File: src/rtl/audio_ctrl_pkg.sv
// Shared types and helpers for the audio level controller.
package audio_ctrl_pkg;

  typedef enum logic [1:0] {
    IDLE   = 2'd0,
    DELAY  = 2'd1,
    REPEAT = 2'd2
  } rep_state_t;

  // Gain the ramp heads for: zero when muted, otherwise the level's share of full scale.
  function automatic int unsigned target_gain(input int unsigned lvl,
                                              input logic        mute,
                                              input int unsigned levels,
                                              input int unsigned gain_w);
    int unsigned full;
    full = (32'd1 << gain_w) - 32'd1;
    if (mute) begin
      target_gain = 32'd0;
    end else begin
      target_gain = (lvl * full) / levels;
    end
  endfunction

  // Thermometer code: the lowest lvl bits set out of a bar of levels bits.
  function automatic logic [31:0] thermo(input int unsigned lvl,
                                         input int unsigned levels);
    logic [31:0] ones;
    ones   = (32'd1 << levels) - 32'd1;
    thermo = ones >> (levels - lvl);
  endfunction

endpackage

File: src/rtl/audio_level_ctrl_key_repeat.sv
// Hold-to-repeat stepper for one button: a step on press, another after
// REPEAT_DELAY held cycles, then one every REPEAT_PERIOD cycles.
module key_repeat
  import audio_ctrl_pkg::*;
#(
  parameter int unsigned REPEAT_DELAY  = 50_000_000,
  parameter int unsigned REPEAT_PERIOD = 10_000_000
) (
  input  logic clk,
  input  logic rst,
  input  logic btn,
  input  logic hold_off,
  output logic step
);

  localparam int unsigned CNT_MAX = (REPEAT_DELAY > REPEAT_PERIOD) ? REPEAT_DELAY : REPEAT_PERIOD;
  localparam int unsigned CNT_W   = (CNT_MAX > 1) ? $clog2(CNT_MAX) : 1;

  rep_state_t       r_state;
  rep_state_t       w_state_nxt;
  logic [CNT_W-1:0] r_cnt;
  logic [CNT_W-1:0] w_cnt_nxt;
  logic             r_prev;
  logic             r_step;
  logic             w_step_nxt;
  logic             w_release;

  // A released button or an active hold-off both abort any press in progress.
  assign w_release = hold_off | ~btn;

  // State, counter, edge-detect and step pulse registers.
  always_ff @(posedge clk or posedge rst) begin
    if (rst) begin
      r_state <= IDLE;
      r_cnt   <= {CNT_W{1'b0}};
      r_prev  <= 1'b0;
      r_step  <= 1'b0;
    end else begin
      r_state <= w_state_nxt;
      r_cnt   <= w_cnt_nxt;
      r_prev  <= btn;
      r_step  <= w_step_nxt;
    end
  end

  // Next-state and counter logic.
  always_comb begin
    w_state_nxt = r_state;
    w_cnt_nxt   = r_cnt;
    if (w_release) begin
      w_state_nxt = IDLE;
      w_cnt_nxt   = {CNT_W{1'b0}};
    end else begin
      case (r_state)
        IDLE: begin
          if (!r_prev) begin
            w_state_nxt = DELAY;
            w_cnt_nxt   = {CNT_W{1'b0}};
          end else begin
            w_state_nxt = IDLE;
          end
        end
        DELAY: begin
          if (r_cnt == CNT_W'(REPEAT_DELAY - 1)) begin
            w_state_nxt = REPEAT;
            w_cnt_nxt   = {CNT_W{1'b0}};
          end else begin
            w_cnt_nxt = r_cnt + CNT_W'(1);
          end
        end
        REPEAT: begin
          if (r_cnt == CNT_W'(REPEAT_PERIOD - 1)) begin
            w_cnt_nxt = {CNT_W{1'b0}};
          end else begin
            w_cnt_nxt = r_cnt + CNT_W'(1);
          end
        end
        default: begin
          w_state_nxt = IDLE;
          w_cnt_nxt   = {CNT_W{1'b0}};
        end
      endcase
    end
  end

  // Step request: press edge in IDLE, or the counter reaching its interval.
  always_comb begin
    w_step_nxt = 1'b0;
    if (w_release) begin
      w_step_nxt = 1'b0;
    end else begin
      case (r_state)
        IDLE:    w_step_nxt = ~r_prev;
        DELAY:   w_step_nxt = (r_cnt == CNT_W'(REPEAT_DELAY - 1));
        REPEAT:  w_step_nxt = (r_cnt == CNT_W'(REPEAT_PERIOD - 1));
        default: w_step_nxt = 1'b0;
      endcase
    end
  end

  assign step = r_step;

endmodule

File: src/rtl/audio_level_ctrl.sv
// Volume/mute controller: button stepping with auto-repeat, click-free gain
// ramp, per-channel PCM scaling and a thermometer LED bar.
module audio_level_ctrl
  import audio_ctrl_pkg::*;
#(
  parameter int unsigned LEVELS        = 5,
  parameter int unsigned RESET_LEVEL   = 3,
  parameter int unsigned CH            = 2,
  parameter int unsigned SAMPLE_W      = 16,
  parameter int unsigned GAIN_W        = 8,
  parameter int unsigned REPEAT_DELAY  = 50_000_000,
  parameter int unsigned REPEAT_PERIOD = 10_000_000,
  parameter int unsigned RAMP_DIV      = 1024
) (
  input  logic                       clk,
  input  logic                       rst,
  input  logic                       up,
  input  logic                       down,
  input  logic                       mute,
  input  logic                       in_valid,
  input  logic [CH*SAMPLE_W-1:0]     in_data,
  output logic                       out_valid,
  output logic [CH*SAMPLE_W-1:0]     out_data,
  output logic [$clog2(LEVELS+1)-1:0] level,
  output logic [GAIN_W-1:0]          gain,
  output logic                       ramping,
  output logic [LEVELS-1:0]          led
);

  localparam int unsigned LVL_W = $clog2(LEVELS + 1);
  localparam int unsigned DIV_W = (RAMP_DIV > 1) ? $clog2(RAMP_DIV) : 1;

  logic [LVL_W-1:0]  r_level;
  logic [GAIN_W-1:0] r_gain;
  logic [DIV_W-1:0]  r_div;
  logic              r_out_valid;
  logic [GAIN_W-1:0] w_target;
  logic              w_hold;
  logic              w_up_step;
  logic              w_dn_step;

  // Mute or a simultaneous up+down press suspends all stepping.
  assign w_hold = mute | (up & down);

  key_repeat #(
    .REPEAT_DELAY (REPEAT_DELAY),
    .REPEAT_PERIOD(REPEAT_PERIOD)
  ) u_rep_up (
    .clk     (clk),
    .rst     (rst),
    .btn     (up),
    .hold_off(w_hold),
    .step    (w_up_step)
  );

  key_repeat #(
    .REPEAT_DELAY (REPEAT_DELAY),
    .REPEAT_PERIOD(REPEAT_PERIOD)
  ) u_rep_dn (
    .clk     (clk),
    .rst     (rst),
    .btn     (down),
    .hold_off(w_hold),
    .step    (w_dn_step)
  );

  // Level register: saturating steps, frozen while stepping is suspended.
  always_ff @(posedge clk or posedge rst) begin
    if (rst) begin
      r_level <= LVL_W'(RESET_LEVEL);
    end else if (!w_hold && w_up_step && (r_level != LVL_W'(LEVELS))) begin
      r_level <= r_level + LVL_W'(1);
    end else if (!w_hold && w_dn_step && (r_level != LVL_W'(1))) begin
      r_level <= r_level - LVL_W'(1);
    end else begin
      r_level <= r_level;
    end
  end

  assign w_target = GAIN_W'(target_gain(32'(r_level), mute, LEVELS, GAIN_W));

  // Gain ramp: one step toward target per RAMP_DIV cycles; divider idles at target.
  always_ff @(posedge clk or posedge rst) begin
    if (rst) begin
      r_gain <= {GAIN_W{1'b0}};
      r_div  <= {DIV_W{1'b0}};
    end else if (r_gain == w_target) begin
      r_div  <= {DIV_W{1'b0}};
    end else if (r_div == DIV_W'(RAMP_DIV - 1)) begin
      r_div  <= {DIV_W{1'b0}};
      r_gain <= (r_gain < w_target) ? (r_gain + GAIN_W'(1)) : (r_gain - GAIN_W'(1));
    end else begin
      r_div  <= r_div + DIV_W'(1);
    end
  end

  // Output strobe follows the input strobe by one cycle.
  always_ff @(posedge clk or posedge rst) begin
    if (rst) begin
      r_out_valid <= 1'b0;
    end else begin
      r_out_valid <= in_valid;
    end
  end

  for (genvar c = 0; c < CH; c++) begin : g_ch
    logic signed [SAMPLE_W-1:0]        w_sample;
    logic signed [SAMPLE_W+GAIN_W-1:0] w_prod;
    logic                              w_unused_lsb;
    logic [SAMPLE_W-1:0]               r_out;

    // Gain is at most full scale, so the product always fits SAMPLE_W+GAIN_W bits;
    // dropping the low GAIN_W bits is the arithmetic right shift (floor).
    assign w_sample     = in_data[c*SAMPLE_W +: SAMPLE_W];
    assign w_prod       = w_sample * $signed({1'b0, r_gain});
    assign w_unused_lsb = ^w_prod[GAIN_W-1:0];

    // Scaled sample register, loaded only on a strobe.
    always_ff @(posedge clk or posedge rst) begin
      if (rst) begin
        r_out <= {SAMPLE_W{1'b0}};
      end else if (in_valid) begin
        r_out <= w_prod[SAMPLE_W+GAIN_W-1:GAIN_W];
      end else begin
        r_out <= r_out;
      end
    end

    assign out_data[c*SAMPLE_W +: SAMPLE_W] = r_out;
  end

  assign out_valid = r_out_valid;
  assign level     = r_level;
  assign gain      = r_gain;
  assign ramping   = (r_gain != w_target);
  assign led       = mute ? {LEVELS{1'b0}} : LEVELS'(thermo(32'(r_level), LEVELS));

endmodule

File: config.mk
export PLATFORM = sky130hd
export DESIGN_NAME = audio_level_ctrl
export DESIGN_NICKNAME = d
export VERILOG_FILES = /design/src/rtl/audio_ctrl_pkg.sv /design/src/rtl/audio_level_ctrl_key_repeat.sv /design/src/rtl/audio_level_ctrl.sv
export SDC_FILE = /design/constraint.sdc
export NUM_CORES = 1
export LEC_CHECK = 0
export BUFFER_PORTS_ARGS = -buffer_cell sky130_fd_sc_hd__buf_2
export CAP_MARGIN = 20
export CORE_ASPECT_RATIO = 1.2
export CORE_MARGIN = 3
export CORE_UTILIZATION = 45
export CTS_BUF_LIST = sky130_fd_sc_hd__clkbuf_8
export DETAILED_ROUTE_END_ITERATION = 10
export GPL_ROUTABILITY_DRIVEN = 0
export HOLD_SLACK_MARGIN = 0.03
export PLACE_DENSITY = 0.69
export SYNTH_ARGS = -nofsm -noshare
export SYNTH_HDL_FRONTEND = slang
export SYNTH_SLANG_ARGS = --single-unit
File: constraint.sdc
create_clock -name clk -period 4.82 [get_ports clk]
set_input_delay 1.446 -clock clk [delete_from_list [all_inputs] [get_ports clk]]
set_output_delay 1.446 -clock clk [all_outputs]
set_load 0.03 [all_outputs]
## Word level (Yosys, flattened, before mapping)

Index checks and enable logic that the tools add are counted.
W data, S select, Z words.

| operators by class | value |
|---|---|
| $add $sub $neg | 8 |
| multiply operators | 3 |
| div/mod/pow operators | 1 |
| order comparisons | 1 |
| equal/unequal tests | 19 |
| shift-type cells | 1 |
| muxes and demuxes | 29 |
| bitwise operators | 9 |
| reduce and logical (&&, ||, !) cells | 11 |

Operators by type and width:

| kind | number |
|---|---|
| $mux W26 | 8 |
| $pmux W26 S3 | 2 |
| $add A26 B1 Y26 const B | 2 |
| $eq A26 B24 Y1 const B | 2 |
| $eq A26 B26 Y1 const B | 2 |
| $mul A16 B9 Y24 | 2 |
| $div A11 B3 Y32 const B | 1 |
| $shr A5 B32 Y5 const A | 1 |
| $mux W10 | 2 |
| $mux W8 | 2 |
| $pmux W2 S3 | 2 |
| $mul A3 B8 Y11 const B | 1 |
| $add A10 B1 Y10 const B | 1 |
| $eq A10 B10 Y1 const B | 1 |
| $ne A3 B1 Y1 const B | 3 |
| $ne A3 B3 Y1 const B | 3 |
| $add A8 B1 Y8 const B | 1 |
| $eq A8 B8 Y1 | 1 |
| $lt A8 B8 Y1 | 1 |
| $mux W2 | 4 |
| $ne A8 B8 Y1 | 1 |
| $sub A8 B1 Y8 const B | 1 |
| $mux W3 | 2 |
| $pmux W1 S3 | 2 |
| other kinds (16) | 34 |

| storage, ports and cells | value |
|---|---|
| register bits | 114 |
| input bits | 38 |
| output and inout bits | 50 |
| word-level logic and storage cells | 96 |

## Depth between registers and ports, before layout

| depth | value |
|---|---|
| depth after elaboration | 7 |
| mapped depth | 20 |

## Modules after synthesis

Synthesis repeated with hierarchy kept, for this count alone.

| unflattened totals | value |
|---|---|
| cells, all modules | 1662 |
| area total of the unflattened synthesis | 14955.6 um^2 |

By module, submodules not included:

| module | times used | cells each | area an instance (um^2) |
|---|---|---|---|
| audio_level_ctrl | 1 | 1256 | 11319.6 |
| key_repeat | 2 | 203 | 1818.0 |

## Least setup slack after synthesis

OpenSTA, ideal clock, no wires.

| path | value |
|---|---|
| path kind | input to register |
| from | input in_data[15] |
| to | register g_ch[0].r_out[15] |
| library setup time | 0.122 ns |
| arrival time | 5.512 ns |
| required time | 4.698 ns |
| slack | -0.814 ns |
| stages | 15 |
| path buffers | 0 |
| path through | and2_1 > fa_1 > inv_1 > fa_1 > inv_1 > fa_1 > inv_1 > fa_1 > inv_1 > ha_1 > and3_1 > and2_1 > o21ai_0 > or3b_2 > a32o_1 |

| on the way | value |
|---|---|
| cells in the longest elaborated chain, start to end | 1 |

Ends and longest elaborated chain:

| element | RTL line | source |
|---|---|---|
| start, declared | audio_level_ctrl.sv:21 | `input logic [CH*SAMPLE_W-1:0] in_data,` |
| $mul A16 B9 Y24 | audio_level_ctrl.sv:115 | `assign w_prod = w_sample * $signed({1'b0, r_gain});` |
| end signal, assigned | audio_level_ctrl.sv:121 | `r_out <= {SAMPLE_W{1'b0}};` |
| end signal, assigned | audio_level_ctrl.sv:123 | `r_out <= w_prod[SAMPLE_W+GAIN_W-1:GAIN_W];` |
| end signal, assigned | audio_level_ctrl.sv:125 | `r_out <= r_out;` |
| end, declared | audio_level_ctrl.sv:110 | `logic [SAMPLE_W-1:0] r_out;` |

Every way passes these cells.
A chain may end at the register's enable or synchronous reset.

## Worst setup path in the final report

| path | value |
|---|---|
| from | input in_data[27] |
| to | register g_ch[1].r_out[12] |

| on the way | value |
|---|---|
| cells in the longest elaborated chain, start to end | 1 |

Ends and longest elaborated chain:

| element | RTL line |
|---|---|
| $mul A16 B9 Y24 | audio_level_ctrl.sv:115 |
| end signal, assigned | audio_level_ctrl.sv:121 |
| end signal, assigned | audio_level_ctrl.sv:123 |
| end signal, assigned | audio_level_ctrl.sv:125 |
| end, declared | audio_level_ctrl.sv:110 |

Every way passes these cells.

==> flow_metrics.py <==
metrics = {
    "outcome": {
        "outcome": "finished, violations left",
        "violations": "negative setup slack",
    },
    "global_route": {
        "grt_overflow_total": 0,
        "grt_max_degree": 69,
        "grt_pass1_vias": 13325,
        "grt_antenna_before_repair": 1,
        "grt.total_usage_pct": 21.37,
        "grt_pass1_wl_um": 61760,
    },
    "timing": {
        "slew_violations": 0,
        "whs_ns": 0.4833,
        "clock.fmax_ghz": 0.1989,
        "finalSetupViolations": 20,
        "setup_ws_ns": -0.2066,
        "slew-limit-headroom_pct": 44.09,
        "fin_crit_ns": 5.027,
        "skew_ns": 0.01338,
        "hold_viol_final": 0,
        "min_period_over_period_pct": 104.3,
        "worst_pin_slew_ns": 0.8387,
        "rsz0062_at_grt": "true",
    },
    "die": {
        "rows": 72,
        "fp.dieW_um": 172.3,
        "coreArea_um2": 32520,
        "die_y_um": 205.6,
        "die-area_um2": 35430,
        "start_util_pct": 45.94,
        "ios": 88,
    },
    "placed_design": {
        "dp_hpwl_um": 27700,
        "dp_cells": 2342,
        "port_buffers": 87,
    },
    "route": {
        "drt_first_pass_iters": 5,
        "vias_per_cell": 5.195,
        "drtIter0Drc": 628,
        "vias": 12499,
        "wl_um": 36450,
        "drc": 0,
        "wl_per_cell_um": 15.15,
        "ant_nets": 0,
    },
    "setup_path": {
        "crit_arrival_ns": 5.36,
        "critPathLaunchType": "input port",
        "path_class": "in -> reg",
        "worst-path-max-fanout": 7,
        "worstPathRequired_ns": 5.15,
        "critical_path.endpoint_type": "flop",
    },
    "power_and_ir_drop": {
        "netSwitchingPower_mw": 1.179,
        "pwr-share-comb_pct": 36.5,
        "irDropWorstVdd_v": 0.0004171,
        "p_int_mw": 2.098,
        "seqPwrFrac_pct": 32.9,
        "p_per_area_nw_per_um2": 168.9,
        "p_leak_nw": 9.458,
        "swShare_pct": 35.97,
        "clkPwrFrac_pct": 30.6,
    },
    "clocking": {
        "clk_latency_ns": 0.45,
        "clockBufferDepth": 2,
        "holdBufCountCts": 0,
        "htreeDepth": 4,
        "clkSlewWorstSetupHoldPaths_ns": 0.07,
        "cts_tree": "done",
        "cts_inserted_buffers": 17,
        "root_buffer": "clkbuf_8",
        "cts.sink_count": 114,
    },
    "finish": {
        "nets": 2304,
        "final_layout_size_suffix_gt1_share_pct": 29.93,
        "final_cells": 2406,
        "n_fill_cell": 2732,
        "syn_to_final_growth_pct": 29.86,
    },
    "yosys": {
        "yosysUniqueCellTypes": 70,
        "synth-async-reset-ratio_pct": 100.0,
        "synth_nets": 2045,
        "synth_edf_count": 0,
        "ys_warn_count": 0,
        "synth_cells": 1689,
        "ys_seq_area_share_pct": 19.11,
        "synth_flop_cell": "dfrtp_1",
        "ys_ff_latch": 114,
        "syn_avg_cell_area_um2": 8.845,
        "netlist_area_um2": 14940,
    },
    "worst_hold_path": {
        "hold_path_class": "reg -> reg",
    },
    "job": {
        "cap_viol_max_count": 0,
    },
}
## state kept, by name, summed over array words and instances (netlist names), 2 cells and up
signal            cells
g_ch.r_out           32
u_rep_dn.r_cnt       26
u_rep_up.r_cnt       26
r_div                10
gain                  8
level                 3
u_rep_dn.r_state      2
u_rep_up.r_state      2
## stage by stage
stage | worst slack, ns | util, % | cell area, µm² | setup TNS [ns] | power, mW
2_1_floorplan | -0.4787 | - | 15620 | -6.078 | 1.797
3_3_place_gp | -0.7098 | 54.45 | 17710 | -17.70 | 2.076
3_5_place_dp | -0.7594 | 54.45 | 17710 | -19.26 | 2.110
4_1_cts | -0.1570 | 58.17 | 18920 | -1.105 | 3.185
5_1_grt | -0.3139 | 59.65 | 19400 | -4.578 | 3.478
6_report | -0.2066 | 59.65 | 19400 | -1.673 | 3.277
## power by group through the flow
stage	clock network, mW	registers, mW	logic (mW)
global route	1.07	1.09	1.33
detailed placement	0	1.10	1.01
finish	1.00	1.08	1.20
floorplan	0	1.15	0.646
CTS	1.02	1.08	1.09
global placement	0	1.10	0.977
## synth_stat cells (3+ instances only)
| master | n | area, µm² |
|---|---|---|
| a211oi_1 | 6 | 45.04 |
| a21boi_0 | 3 | 22.52 |
| a21o_1 | 13 | 97.59 |
| a21oi_1 | 52 | 260.3 |
| a22o_1 | 6 | 52.55 |
| a22oi_1 | 4 | 30.03 |
| a31oi_1 | 11 | 68.82 |
| and2_1 | 126 | 788.3 |
| and3_1 | 24 | 150.1 |
| and4_1 | 5 | 43.79 |
| clkbuf_1 | 43 | 161.4 |
| dfrtp_1 | 112 | 2803 |
| fa_1 | 199 | 3984 |
| ha_1 | 119 | 1489 |
| inv_1 | 309 | 1160 |
| mux2_2 | 18 | 202.7 |
| mux2i_1 | 3 | 30.03 |
| nand2_1 | 205 | 769.5 |
| nand2b_1 | 8 | 50.05 |
| nand3_1 | 43 | 215.2 |
| nand3b_1 | 4 | 30.03 |
| nand4_1 | 24 | 150.1 |
| nor2_1 | 100 | 375.4 |
| nor2b_1 | 12 | 75.07 |
| nor3_1 | 17 | 85.08 |
| nor3b_1 | 4 | 30.03 |
| nor4_1 | 6 | 37.54 |
| nor4b_1 | 3 | 26.28 |
| nor4bb_1 | 5 | 50.05 |
| o2111ai_1 | 3 | 26.28 |
| o211ai_1 | 11 | 82.58 |
| o21a_1 | 4 | 30.03 |
| o21ai_0 | 39 | 195.2 |
| o21bai_1 | 6 | 45.04 |
| o311ai_0 | 3 | 26.28 |
| o31ai_1 | 5 | 37.54 |
| or3_1 | 7 | 43.79 |
| or3b_2 | 4 | 35.03 |
| or4_1 | 3 | 22.52 |
| xnor2_1 | 43 | 376.6 |
| xor2_1 | 42 | 367.9 |
## repair_timing
item,CTS,global route
setup endpoints to repair,32,35
resized for setup,153,98
setup buffers,20,12
pin swaps,109,78
hold endpoints to repair,0,0
## routing by layer
layer | vias up | global-route usage (%) | routed length (µm)
met4 | 0 | 6.332 | 854
met1 | 6294 | 25.57 | 14670
met3 | 64 | 3.670 | 1514
met5 | - | 0 | 0
li1 | 5906 | - | -
met2 | 235 | 39.07 | 19410
## worst max-delay path, stage by stage
cell and delay [ns]:
buf_6 0.11, nand2_4 0.05, fa_1 0.52, inv_1 0.05, fa_1 0.47, fa_1 0.55, inv_1 0.05, fa_1 0.49
inv_2 0.05, ha_4 0.24, a21o_1 0.17, a31oi_1 0.15, a21boi_4 0.24, a31oi_4 0.12, buf_4 0.15, and3_4 0.15
a311o_1 0.34
## placed cells by master, fill, tap and decap left out, drive strengths merged, types with 7 or more instances in the layout
cell	netlist	final
nor2b	12	12
clkbuf	43	17
nor3	17	17
nand2b	8	8
nand4	24	24
ha	119	119
a31oi	11	11
a21oi	53	53
mux2	18	18
xor2	42	42
and2	126	126
buf	2	285
nand3	43	43
a21o	13	13
or3	7	7
fa	199	199
o21ai	39	39
o211ai	11	11
xnor2	43	43
nor2	101	101
dfrtp	112	112
inv	309	313
and3	24	24
nand2	205	205
## kinds of logic (layout without fill, tap and decap cells)
family	after synthesis	in the layout	share of synthesized area, %
AOI/OAI and AO/OA	185	185	8.099
muxes	21	21	1.558
and+or+nand+nor	611	611	20.64
DFF	114	114	19.11
buffers and inverters	355	627	8.978
adders and majority gates	318	318	36.63
other	0	1	0
xor gates and xnor gates	85	85	4.983
## layout make-up
type	instances	area, µm²	area share (%)
well taps	444	555.5	2.864
clock buffers	17	234.0	1.206
diodes	1	2.502	0.01290
inverters	310	1169	6.024
multi-input cells	1220	12140	62.56
repair buffers	285	2255	11.62
clock inverters	15	192.7	0.9932
flip-flops and latches	114	2855	14.72
## final timing paths
| kind | cells past startpoint | endpoint | slack [ns] | from |
|---|---|---|---|---|
| hold reg to reg | 1 | r_div[0]$_DFF_PP0_ | 0.48 | r_div[0]$_DFF_PP0_ |
| setup / recovery | 17 | g_ch[1].r_out[12]$_DFFE_PP0P_ | -0.21 | in_data[27] |
| max in group asynchronous | 3 | out_valid$_DFF_PP0_ | 2.79 | rst |
| min in group asynchronous | 2 | u_rep_dn.r_cnt[13]$_DFFE_PP0P_ | 1.16 | rst |
| setup reg to reg | 17 | g_ch[1].r_out[10]$_DFFE_PP0P_ | 0.15 | gain[4]$_DFFE_PP0P_ |
| hold / removal | 1 | r_div[0]$_DFF_PP0_ | 0.48 | r_div[0]$_DFF_PP0_ |
Power figures use the tool's default switching activity.
